$ cat src/rtl/gray_disp_pkg.sv
// Shared constants and types for the Gray counter display block:
// default digit dwell, blank segment pattern, active-low hex font and
// the 2-bit digit-index type.
package gray_disp_pkg;

    localparam int DWELL_DEFAULT = 100000;

    localparam logic [6:0] SEG_BLANK = 7'b1111111;

    // Active-low hex font, bit order gfedcba (seg[6]=g ... seg[0]=a).
    localparam logic [6:0] HEX_FONT [0:15] = '{
        7'b1000000, // 0
        7'b1111001, // 1
        7'b0100100, // 2
        7'b0110000, // 3
        7'b0011001, // 4
        7'b0010010, // 5
        7'b0000010, // 6
        7'b1111000, // 7
        7'b0000000, // 8
        7'b0010000, // 9
        7'b0001000, // A
        7'b0000011, // b
        7'b1000110, // C
        7'b0100001, // d
        7'b0000110, // E
        7'b0001110  // F
    };

    typedef logic [1:0] digit_idx_t;

endpackage

$ cat src/rtl/gray_counter_display_hex_to_7seg.sv
// hex_to_7seg: combinational nibble to active-low 7-segment pattern.
module hex_to_7seg
    import gray_disp_pkg::*;
(
    input  logic [3:0] nibble,
    output logic [6:0] seg_n
);

    // Font lookup; the table already holds active-low patterns.
    always_comb begin
        seg_n = HEX_FONT[nibble];
    end

endmodule

$ cat src/rtl/gray_counter_display.sv
// gray_counter_display: 8-bit up/down counter held as binary and Gray,
// shown on a 4-digit multiplexed common-anode 7-segment display
// (binary hex on digits 0/1, Gray hex on digits 2/3, dp marks digit 2).
// Optional build macro GRAY_COUNTER_SATURATE_EN: when defined the count
// saturates at 8'h00/8'hFF instead of wrapping.
module gray_counter_display
    import gray_disp_pkg::*;
#(
    parameter int DWELL = DWELL_DEFAULT
) (
    input  logic       clk,
    input  logic       reset,
    input  logic       up_pulse,
    input  logic       down_pulse,
    output logic [7:0] bin,
    output logic [7:0] gray,
    output logic [3:0] an,
    output logic [6:0] seg,
    output logic       dp
);

    localparam logic [19:0] SCAN_LAST = 20'(DWELL - 1);

    logic [7:0]  bin_q,  bin_d;
    logic [7:0]  gray_q, gray_d;
    logic [19:0] scan_q, scan_d;
    digit_idx_t  idx_q,  idx_d;
    logic [3:0]  an_q,   an_d;
    logic [6:0]  seg_q,  seg_d;
    logic        dp_q,   dp_d;

    logic [3:0]  nibble;
    logic [6:0]  font_seg;

    // Next count: step on a lone pulse, hold on both or neither.
    always_comb begin
        bin_d = bin_q;
        if (up_pulse && !down_pulse) begin
`ifdef GRAY_COUNTER_SATURATE_EN
            if (bin_q != 8'hFF) bin_d = bin_q + 8'd1;
`else
            bin_d = bin_q + 8'd1;
`endif
        end else if (down_pulse && !up_pulse) begin
`ifdef GRAY_COUNTER_SATURATE_EN
            if (bin_q != 8'h00) bin_d = bin_q - 8'd1;
`else
            bin_d = bin_q - 8'd1;
`endif
        end
        // Gray derived from the next binary so both registers move together.
        gray_d = bin_d ^ (bin_d >> 1);
    end

    // Dwell counter and digit index; index advances when the dwell expires.
    always_comb begin
        scan_d = scan_q + 20'd1;
        idx_d  = idx_q;
        if (scan_q == SCAN_LAST) begin
            scan_d = 20'd0;
            idx_d  = idx_q + 2'd1;
        end
    end

    // Nibble selection for the digit currently being scanned.
    always_comb begin
        nibble = bin_q[3:0];
        case (idx_q)
            2'd0:    nibble = bin_q[3:0];
            2'd1:    nibble = bin_q[7:4];
            2'd2:    nibble = gray_q[3:0];
            default: nibble = gray_q[7:4];
        endcase
    end

    hex_to_7seg u_hex_to_7seg (
        .nibble (nibble),
        .seg_n  (font_seg)
    );

    // Display pin values for the current digit, registered next edge.
    always_comb begin
        an_d  = ~(4'b0001 << idx_q);
        seg_d = font_seg;
        dp_d  = (idx_q == 2'd2) ? 1'b0 : 1'b1;
    end

    // State registers; reset blanks the display and restarts the scan.
    always_ff @(posedge clk) begin
        if (reset) begin
            bin_q  <= 8'h00;
            gray_q <= 8'h00;
            scan_q <= 20'd0;
            idx_q  <= 2'd0;
            an_q   <= 4'b1111;
            seg_q  <= SEG_BLANK;
            dp_q   <= 1'b1;
        end else begin
            bin_q  <= bin_d;
            gray_q <= gray_d;
            scan_q <= scan_d;
            idx_q  <= idx_d;
            an_q   <= an_d;
            seg_q  <= seg_d;
            dp_q   <= dp_d;
        end
    end

    assign bin  = bin_q;
    assign gray = gray_q;
    assign an   = an_q;
    assign seg  = seg_q;
    assign dp   = dp_q;

endmodule

$ cat config.mk
export PLATFORM = sky130hd
export DESIGN_NAME = gray_counter_display
export DESIGN_NICKNAME = d
export VERILOG_FILES = /design/src/rtl/gray_disp_pkg.sv /design/src/rtl/gray_counter_display_hex_to_7seg.sv /design/src/rtl/gray_counter_display.sv
export SDC_FILE = /design/constraint.sdc
export NUM_CORES = 1
export LEC_CHECK = 0
export CORE_MARGIN = 3
export CORE_UTILIZATION = 51
export DETAILED_ROUTE_END_ITERATION = 8
export GPL_TIMING_DRIVEN = 0
export HOLD_SLACK_MARGIN = 0.12
export PLACE_DENSITY_LB_ADDON = 0.2
export SYNTH_ARGS = -nofsm -noshare
export SYNTH_HDL_FRONTEND = slang
export SYNTH_HIERARCHICAL = 1
export SYNTH_SLANG_ARGS = --single-unit
$ cat constraint.sdc
create_clock -name clk -period 6.1 [get_ports clk]
set_input_delay 0.915 -clock clk [delete_from_list [all_inputs] [get_ports clk]]
set_output_delay 0.915 -clock clk [all_outputs]
set_load 0.005 [all_outputs]
## After elaboration in Yosys (flattened, before gate mapping)

Memories as Yosys holds them, arrays and structs flattened. A register that Yosys moved wholly into a read port is not among the register bits.
Cells that the tools add are included.

| cells by class | value |
|---|---|
| mux-type cells | 4 |
| add/sub/neg operators | 4 |
| equal/unequal tests | 3 |
| reductions and logical operators | 6 |
| bitwise gates (word level) | 3 |
| shifts and indexed selects | 1 |

Operator list:

| kind | number |
|---|---|
| $add A20 B1 Y20 const B | 1 |
| $eq A20 B17 Y1 const B | 1 |
| $mux W8 | 2 |
| $pmux W4 S3 | 1 |
| $add A8 B1 Y8 const B | 1 |
| $sub A8 B1 Y8 const B | 1 |
| $xor A8 B7 Y8 | 1 |
| $not A4 Y5 | 1 |
| $not A4 Y4 | 1 |
| $shl A1 B2 Y4 const A | 1 |
| $add A2 B1 Y2 const B | 1 |
| $eq A2 B1 Y1 const B | 1 |
| $eq A2 B2 Y1 const B | 1 |
| $logic_and A1 B1 Y1 | 2 |
| $logic_not A1 Y1 | 2 |
| $logic_not A2 Y1 | 1 |
| $reduce_or A2 Y1 | 1 |
| $mux W1 | 1 |

| storage, ports and cells | value |
|---|---|
| logic and storage cells | 28 |
| memories kept | 1 |
| input bits | 4 |
| output and inout bits | 28 |
| bits in read-only memories | 112 |
| register bits | 43 |

Memories:

| memory | depth | width | rd ports | clocked after Yosys merged registers in | write ports | RTL line | source |
|---|---|---|---|---|---|---|---|
| (name not given) | 16 | 7 | 1 | 1 | 0 | gray_counter_display_hex_to_7seg.sv:11 | `seg_n = HEX_FONT[nibble];` |

## Logic depth before layout (Yosys ltp)

| logic depth | value |
|---|---|
| depth after elaboration | 5 |
| gate-level depth with buffers | 10 |

## By module

Netlist, hierarchy kept.

Modules (own cells, without submodules):

| module | cells each | times used | area each (µm²) |
|---|---|---|---|
| gray_counter_display | 223 | 1 | 2169.6 |
| hex_to_7seg | 32 | 1 | 275.3 |

## Least setup slack after synthesis

No wires, ideal clock.

| timing | value |
|---|---|
| path kind | register to register |
| from | reg idx_q[0] |
| to | reg seg_q[3], in the netlist seg[3] |
| library setup time | 0.123 ns |
| cell stages (with the launch flop) | 8 |
| data required time | 5.977 ns |
| buffers on the path | 0 |
| path slack | 3.670 ns |
| arrival time | 2.306 ns |
| clock period less this slack | 2.430 ns |
| path through | dfxtp_1 > ha_1 > mux2i_1 > inv_1 > ha_1 > inv_1 > mux4_1 > or2_2 |

| between the ends | value |
|---|---|
| cells in the longest elaborated chain, start to end | 3 |

Ends and longest elaborated chain:

| item | RTL line | source |
|---|---|---|
| start, declared | gray_counter_display.sv:27 | `digit_idx_t idx_q, idx_d;` |
| start signal, assigned | gray_counter_display.sv:102 | `idx_q <= idx_d;` |
| $eq A2 B2 Y1 (tied with other cells) | gray_counter_display.sv:68 | `case (idx_q)` |
| $pmux W4 S3 (*) | gray_counter_display.sv:68 |  |
| net nibble[0] | gray_counter_display.sv:32 | `logic [3:0] nibble;` |
| $not A4 Y5 (not written as such) (*) | gray_counter_display_hex_to_7seg.sv:11 |  |
| end, declared | gray_counter_display.sv:29 | `logic [6:0] seg_q, seg_d;` |

Mark *: on every way through the listed nets, which the timed path passes. The rest lies on a longest branch.
A chain may end at the register's enable or synchronous reset.

## Worst setup path after layout

Ends and elaborated chain as after synthesis.

==> impl_metrics.json <==
{
  "track_usage": 0.176,
  "cp-end-kind": "flip-flop",
  "syn_area_mm2": 0.00244,
  "report.final.setup_viol": 0,
  "fin_crit_sh": 0.451,
  "drc": 0,
  "synth_cell_types": 48,
  "hold_buffers": 0,
  "fmax_mhz": 364,
  "cap_viol_max_count": 0,
  "cts_tree": "built",
  "rsz0062_at_grt": "no",
  "critPathMaxFanout": 7,
  "yosys_warnings": 6,
  "setup_tns_ps": 0,
  "async_flop_share": 0,
  "post-cts-setup-buffers": 0,
  "core_mm2": 0.00450,
  "worst_slack_ps": 3350,
  "netlist_top_cells_area": "dfxtp_1, ha_1, xor2_1",
  "syn_area_per_cell_um2": 9.59,
  "slew_headroom": 0.582,
  "crit_arrival_ps": 2920,
  "ctsResizeCount": 0,
  "num_rows": 24,
  "io_pins": 32,
  "p_per_area_mw_per_mm2": 257,
  "via_count": 1773,
  "path_class": "reg2reg",
  "place.gp.congestion": 0.824,
  "grt-ovfl-total": 0,
  "h-tree-depth": 2,
  "fp.dieW_um": 75.2,
  "wl_per_cell_um": 12.8,
  "status": "finished, final reports clean",
  "clockBufferDepth": 2,
  "start_util": 0.543,
  "die_y_um": 75.2,
  "dp_cells": 337,
  "pre_cts_slack_ps": 3300,
  "grt_first_pass_wirelength_um": 7660,
  "first_pass_iters": 4,
  "root_buffer": "clkbuf_8",
  "antenna_left": 0,
  "synth_top_area_cell": "dfxtp_1",
  "synth_top_area_frac": 0.393,
  "drt-total-wl_um": 4410,
  "final_cell_count_no_fill": 345,
  "antenna_cells": 0,
  "clkTransAtPathRegs_ps": 80,
  "synth_nets": 274,
  "numPortBuffers": 30,
  "die_area_mm2": 0.00566,
  "fin_nets": 311,
  "hold_viol": 0,
  "area_growth_pct": 18.6,
  "grt_start_max_net_pins": 14,
  "antenna_found_initial": 0,
  "syn_inst": 255,
  "worst_pin_slew_ps": 622,
  "crit_path_start_kind": "flip-flop",
  "hpwl_um": 3320,
  "cts_inserted_buffers": 5,
  "skew_ps": 11.1,
  "slew_violations": 0,
  "reg2reg_setup_slack_ps": 3350,
  "worstSkewPairLatency_ps": 290,
  "hold_class": "reg2reg",
  "synth_ff_type": "dfxtp_1",
  "vias_per_cell": 5.14,
  "irDropWorstVdd_mv": 0.166,
  "ys_ff_latch": 48,
  "synth-edff-count": 0,
  "final_cell_area_mm2": 0.00290,
  "seq_area_frac_synth": 0.393,
  "drt_iter0_markers": 112,
  "grt_pass1_vias": 1697,
  "cp_data_required_time_ps": 6270,
  "placed_area_mm2": 0.00281,
  "drive_gt1_frac": 0.109,
  "min_period_ps": 2750,
  "clkSinkCount": 48,
  "power.leakage_nw": 1.17
}
==> sequential cells by signal, indices dropped and copies added, names as in the netlist <==
register	count
an	4
bin	8
gray	7
idx_q	2
scan_q	20
seg	7
==> metrics by stage <==
stage               utilization  hold slack [ps]  power, mW
floorplan                     -              441      0.490
global placement          0.624              456      0.563
detailed placement        0.624              476      0.567
CTS                       0.644              494      0.753
global route              0.644              531      0.791
finish                    0.644              497      0.746
==> kinds of logic after synthesis <==
group                    Yosys count  share of synthesized area
flip-flops                        48                      0.393
adder cells (fa/ha/maj)           15                     0.0768
AO/OA/AOI/OAI                     18                     0.0583
multiplexers                      15                     0.0711
buffers and inverters             23                     0.0461
AND/OR/NAND/NOR                  104                      0.226
XOR/XNOR                          32                      0.129
==> synthesized netlist by cell type (8+ instances only) <==
cell type   n
ha_1       15
mux2i_1    11
nand3_1    10
nand2_1     9
inv_1      13
dfxtp_1    48
xnor2_1     9
or2_2       8
xor2_1     20
nor2_1     41
==> power breakdown <==
| part | internal [mW] | switching [mW] | leakage (nW) |
|---|---|---|---|
| Combinational | 0.116 | 0.0782 | 0.730 |
| Sequential | 0.341 | 0.0241 | 0.393 |
| Clock | 0.0925 | 0.0947 | 0.0455 |
==> worst paths after layout <==
kind,from,to,depth (start not counted)
worst min-delay path,scan_q[0]$_SDFF_PP0_,scan_q[0]$_SDFF_PP0_,1
worst max-delay path,idx_q[0]$_SDFFE_PP0N_,seg[3]$_SDFF_PP1_,9
worst min register to register,scan_q[0]$_SDFF_PP0_,scan_q[0]$_SDFF_PP0_,1
worst max register to register,idx_q[0]$_SDFFE_PP0N_,seg[3]$_SDFF_PP1_,9
==> worst max-delay path, stage by stage, from the launching register on <==
cell,delay (ps)
dfxtp_1,370
inv_1,100
ha_1,250
a222oi_1,130
mux2i_1,460
inv_1,200
ha_1,330
inv_1,50
mux4_1,460
or2_2,270
==> per-layer routing <==
layer,up-vias,routed length [µm],global-route usage,share of wire
met4,0,64,0.0583,0.015
met3,8,208,0.0374,0.047
met1,791,2280,0.251,0.52
met2,45,1860,0.266,0.42
li1,929,-,-,-
met5,-,0,0,0
==> placed cells by master, fill, tap and decap left out, types with 5 or more instances in the layout <==
| master | instances |
|---|---|
| nand2_1 | 9 |
| xor2_1 | 20 |
| nand2b_1 | 5 |
| inv_1 | 13 |
| o21ai_0 | 5 |
| or2_2 | 8 |
| clkbuf_1 | 5 |
| nor2_1 | 41 |
| ha_1 | 15 |
| clkbuf_8 | 6 |
| dfxtp_1 | 48 |
| nand4_1 | 5 |
| nand3_1 | 10 |
| mux2i_1 | 11 |
| xnor2_1 | 9 |
| clkdlybuf4s50_1 | 30 |
==> final cells by class <==
type / count / area (µm²)
fill: 382 / 1600
inverter: 13 / 48.8
sequential: 48 / 961
clock buffer: 8 / 90.1
multi-input combinational: 184 / 1370
tap: 52 / 65.1
buffer: 10 / 63.8
timing repair buffer: 30 / 300
(Power assumes the default switching activity.)
